File: src/rtl/core_sequencer.sv
// Run controller around the 9-bit-ISA core. It holds the core in reset, releases it,
// and counts execution cycles until the core halts or the cycle budget runs out.
module core_sequencer #(
    parameter int RST_CYCLES = 4,
    parameter int CW         = 16,
    parameter int MAX_CYCLES = 5000
) (
    input  logic          clk,
    input  logic          reset,
    input  logic          start,
    input  logic          core_done,
    output logic          core_reset,
    output logic          busy,
    output logic          finished,
    output logic          timed_out,
    output logic [CW-1:0] cycle_count,
    output logic [7:0]    run_id
);

    localparam int HW = (RST_CYCLES > 1) ? $clog2(RST_CYCLES) : 1;
    localparam logic [HW-1:0] HOLD_LAST  = HW'(RST_CYCLES - 1);
    localparam logic [CW-1:0] LAST_CYCLE = CW'(MAX_CYCLES - 1);
    localparam logic [CW-1:0] BUDGET     = CW'(MAX_CYCLES);

    typedef enum logic [2:0] {
        S_IDLE,
        S_HOLD,
        S_RUN,
        S_DONE,
        S_TIMEOUT
    } state_t;

    state_t        state, state_n;
    logic [HW-1:0] hold_cnt, hold_cnt_n;
    logic          core_reset_n;
    logic          busy_n;
    logic          finished_n;
    logic          timed_out_n;
    logic [CW-1:0] cycle_count_n;
    logic [7:0]    run_id_n;

    always_ff @(posedge clk or posedge reset) begin
        if (reset) begin
            state       <= S_IDLE;
            hold_cnt    <= '0;
            core_reset  <= 1'b1;
            busy        <= 1'b0;
            finished    <= 1'b0;
            timed_out   <= 1'b0;
            cycle_count <= '0;
            run_id      <= '0;
        end else begin
            state       <= state_n;
            hold_cnt    <= hold_cnt_n;
            core_reset  <= core_reset_n;
            busy        <= busy_n;
            finished    <= finished_n;
            timed_out   <= timed_out_n;
            cycle_count <= cycle_count_n;
            run_id      <= run_id_n;
        end
    end

    always_comb begin
        state_n       = state;
        hold_cnt_n    = hold_cnt;
        core_reset_n  = core_reset;
        finished_n    = finished;
        timed_out_n   = timed_out;
        cycle_count_n = cycle_count;
        run_id_n      = run_id;

        case (state)
            S_IDLE, S_DONE, S_TIMEOUT: begin
                // An idle core is always held in reset; a halted core is left
                // running-but-halted so its state can be inspected.
                if (state == S_IDLE) begin
                    core_reset_n = 1'b1;
                end
                if (start) begin
                    state_n       = S_HOLD;
                    hold_cnt_n    = '0;
                    core_reset_n  = 1'b1;
                    finished_n    = 1'b0;
                    timed_out_n   = 1'b0;
                    cycle_count_n = '0;
                end
            end

            S_HOLD: begin
                hold_cnt_n = hold_cnt + HW'(1);
                if (hold_cnt == HOLD_LAST) begin
                    state_n      = S_RUN;
                    core_reset_n = 1'b0;
                end
            end

            S_RUN: begin
                // Halt takes priority over budget exhaustion in the same cycle.
                if (core_done) begin
                    state_n    = S_DONE;
                    finished_n = 1'b1;
                    run_id_n   = run_id + 8'd1;
                end else begin
                    if (cycle_count == LAST_CYCLE) begin
                        state_n       = S_TIMEOUT;
                        cycle_count_n = BUDGET;
                        timed_out_n   = 1'b1;
                        core_reset_n  = 1'b1;
                    end else begin
                        cycle_count_n = cycle_count + CW'(1);
                    end
                end
            end

            default: begin
                state_n      = S_IDLE;
                core_reset_n = 1'b1;
            end
        endcase

        busy_n = (state_n == S_HOLD) || (state_n == S_RUN);
    end

endmodule

File: config.mk
export PLATFORM = sky130hd
export DESIGN_NAME = core_sequencer
export DESIGN_NICKNAME = d
export VERILOG_FILES = /design/src/rtl/core_sequencer.sv
export SDC_FILE = /design/constraint.sdc
export NUM_CORES = 1
export LEC_CHECK = 0
export CAP_MARGIN = 20
export CORE_ASPECT_RATIO = 0.5
export CORE_MARGIN = 5
export CORE_UTILIZATION = 56
export CTS_CLUSTER_SIZE = 28
export DETAILED_ROUTE_END_ITERATION = 6
export GPL_ROUTABILITY_DRIVEN = 0
export PLACE_DENSITY = 0.84
export REMOVE_ABC_BUFFERS = 1
export SLEW_MARGIN = 20
export SYNTH_ARGS = -nofsm -noshare
export SYNTH_HDL_FRONTEND = slang
export SYNTH_SLANG_ARGS = --single-unit
export TNS_END_PERCENT = 20
File: constraint.sdc
create_clock -name clk -period 5.8 [get_ports clk]
set_input_delay 1.16 -clock clk [delete_from_list [all_inputs] [get_ports clk]]
set_output_delay 1.16 -clock clk [all_outputs]
set_load 0.03 [all_outputs]
==> metrics.txt <==
largest net degree at the start of global routing 34; IO Port Bufs 31; portion of netlist area occupied by mux cells 0.633%; number of clock sinks 33; total area of sequential cells 827 µm²; share of the synthesized area in the top cell type 45.0%; CP Launch Type primary input; final number of max-transition violations 0; Clk pin slew, worst setup/hold paths 0.07 ns; GRT Resource Usage Total 19.2%; unrepaired setup endpoints after global routing false; logic depth of the worst setup path including buffers 6; outcome completed; buffer count from post-CTS setup fixing 0; class of the worst hold path register to register; CP Data Required Time 5.98 ns; critical path's top delay family simple AND/OR/NAND/NOR gates; startpoint of the worst-slack reg-to-reg timing path cycle_count[5]$_DFFE_PP0P_; chip height 49.9 µm; area occupied by multi-input gates 901 µm²; total number of vias 1,554; Reg2Reg Depth 5; adder and majority gate portion of the synthesized area 2.11%; antenna diode instance count 0; final cell count without fillers 264; number of placed cells counting well taps 256; placement row count 14; largest stage delay on the critical path 0.67 ns; count of TritonRoute iterations in the first routing pass 4; transition time at the pin with the least slew margin 0.889 ns; cell-by-cell listing of the critical path clkdlybuf4s50_1 -> nand2_1 -> nor3_1 -> and4_1 -> nand3_1 -> xnor2_1; count of antenna-violating nets left after detailed routing 0; Mean Syn Cell Area 9.46 µm²; Max Buffers Root-to-Sink 2; antenna violations before repair 0; fraction of registers with async set or reset after synthesis 100%; post-synth top area cell dfrtp_1; initial standard-cell utilization of the core 58.7%; placeable core region 3030 µm²; number of hold violations in the final report 0; Inserted Clock Buffers 5; maximum vdd drop 0.000254 V; max cap viols 0; mapped cell area 1780 µm²; Synth area leaders dfrtp_1, o21ai_0, nand3_1; post-synthesis sequential area ratio 46.5%; predominant post-synthesis flop cell dfrtp_1; Max stage delay cell, worst path nor3_1; most repeated cell in the gate-level netlist after synthesis dfrtp_1; Layout Area Growth over Synthesis 23.5%; HPWL after detailed placement 2.96 mm; filler cell count 220; number of warnings printed during yosys synthesis 0; count of nets after finishing 230; IO Pins 32; Post-synth top cells dfrtp_1, nand2_1, o21ai_0; capturing instance or port of the critical path run_id[5]$_DFFE_PP0P_; Root Buffer Master clkbuf_8; Iter 0 DRT Violations 94; post-synthesis xor/xnor area fraction 4.43%; Cell Pwr Density 370 nW/µm²; Synth Area in Simple Gates 28.0%; die area 4470 µm²; cts hold-fix bufs 0; DR vias/cell 5.89; via count of the first global-routing pass 1,469; largest family of logic cells by synthesized area simple AND/OR/NAND/NOR gates; Die Span X 89.7 µm; Critical Path Start core_done; static leakage power 0.952 nW; Final setup violation count 0; arrival time of the worst setup path 3.02 ns; Clk Latency, worst-skew pair 0.29 ns; # H-tree levels 2; synthesized-area fraction occupied by ao, oa, aoi and oai cells 15.5%; Cells after Synth 188; final critical delay including setup and external delays 2.84 ns; fraction of final layout cells with drive strength greater than 1 9.38%; total gr overflow 0; Buffers & Inverters on Critical Path 1; number of gates given a new drive strength after cts 0; number of enable-type register cells in the synthesized netlist 0; setup total negative slack 0 ns; worst flop-to-flop path endpoint cycle_count[11]$_DFFE_PP0P_; TritonCTS clock tree yes; maximum clock frequency 352 MHz; setup clock skew after layout 0.00254 ns; number of remaining DRC errors 0; worst-path fanout max 7; Total Routed Length 4.05 mm; flops & latches, synth 33; number of distinct library cells after synthesis 45; Avg WL per Cell 15.3 µm; worst setup path class primary input to register; Final Cycle Share 49.0%; post-layout utilization of the core 72.5%; global-route wire length before repair 6.87 mm; Rel. slew slack 40.7%; minimum setup slack among reg-to-reg paths 3.63 ns; Setup crit end kind register
[routing by layer]
| layer | GRT usage (%) | part of all wire (%) | vias to the layer above |
|---|---|---|---|
| met4 | 8.79 | 1.7 | 0 |
| met3 | 4.71 | 5.4 | 7 |
| met2 | 30.2 | 47 | 41 |
| met5 | 0 | 0 | - |
| met1 | 25.2 | 46 | 753 |
| li1 | - | - | 753 |
[cell usage in the layout (no fill, tap or decap), types with 3 or more instances in the layout]
cell	n
xnor2_1	6
nand2_1	19
nor2_1	16
dfrtp_1	32
and3_1	5
ha_1	3
nand4_1	5
a21oi_1	6
nor3_1	5
xor2_1	3
nand3_1	15
a31oi_1	5
o21a_1	4
clkbuf_8	5
clkdlybuf4s50_1	31
o21ai_0	19
inv_1	5
[power by group]
group	total, W	switching, W	internal, W
Sequential	0.000331	0.0000528	0.000278
Clock	0.000169	0.0000856	0.0000831
Combinational	0.000315	0.000183	0.000131
Total	0.000814	0.000322	0.000492
[worst min path at each step]
stage,from,slack [ns],depth (start not counted),end
after floorplan,hold_cnt[0]$_DFFE_PP0P_,0.46,1,hold_cnt[0]$_DFFE_PP0P_
after global placement,run_id[7]$_DFFE_PP0P_,0.46,1,run_id[7]$_DFFE_PP0P_
after detailed placement,run_id[7]$_DFFE_PP0P_,0.48,1,run_id[7]$_DFFE_PP0P_
after CTS,run_id[7]$_DFFE_PP0P_,0.49,1,run_id[7]$_DFFE_PP0P_
after global routing,run_id[7]$_DFFE_PP0P_,0.50,1,run_id[7]$_DFFE_PP0P_
final,core_reset$_DFFE_PP1P_,0.48,2,core_reset$_DFFE_PP1P_
[tightest hold or removal path, cell delays in order (launching register included)]
cell and delay (ns):
dfstp_2 0.37, nand2_1 0.04, o21ai_0 0.07
[state kept, by name (all words and copies together) (netlist names)]
signal and flops:
busy 1, finished 1, cycle_count 16, run_id 8, hold_cnt 2, timed_out 1, state 3, core_reset 1
[stage by stage]
stage                     power (W)  worst slack, ns  hold slack (ns)  area, µm²
after floorplan            0.000537             3.42            0.464       1750
after CTS                  0.000821             2.96            0.488       2200
after global placement     0.000640             2.75            0.463       2110
final                      0.000814             2.96            0.483       2200
after detailed placement   0.000652             2.66            0.478       2110
after global routing       0.000864             2.82            0.503       2200
[kinds of logic after synthesis]
| family | count (synthesis) |
|---|---|
| multiplexers | 1 |
| adder cells (fa/ha/maj) | 3 |
| AND/OR/NAND/NOR | 88 |
| AO/OA/AOI/OAI | 45 |
| buffers and inverters | 9 |
| flip-flops | 33 |
| XOR/XNOR | 9 |
[layout make-up]
| type | count | share of cell area (%) |
|---|---|---|
| Tap cell | 40 | 2.28 |
| Timing Repair Buffer | 32 | 14.5 |
| Clock inverter | 2 | 0.456 |
| Multi-Input combinational cell | 146 | 41.0 |
| Inverter | 5 | 0.854 |
| Clock buffer | 6 | 3.30 |
| Sequential cell | 33 | 37.6 |
No activity file was read; power rests on OpenSTA's default activity.
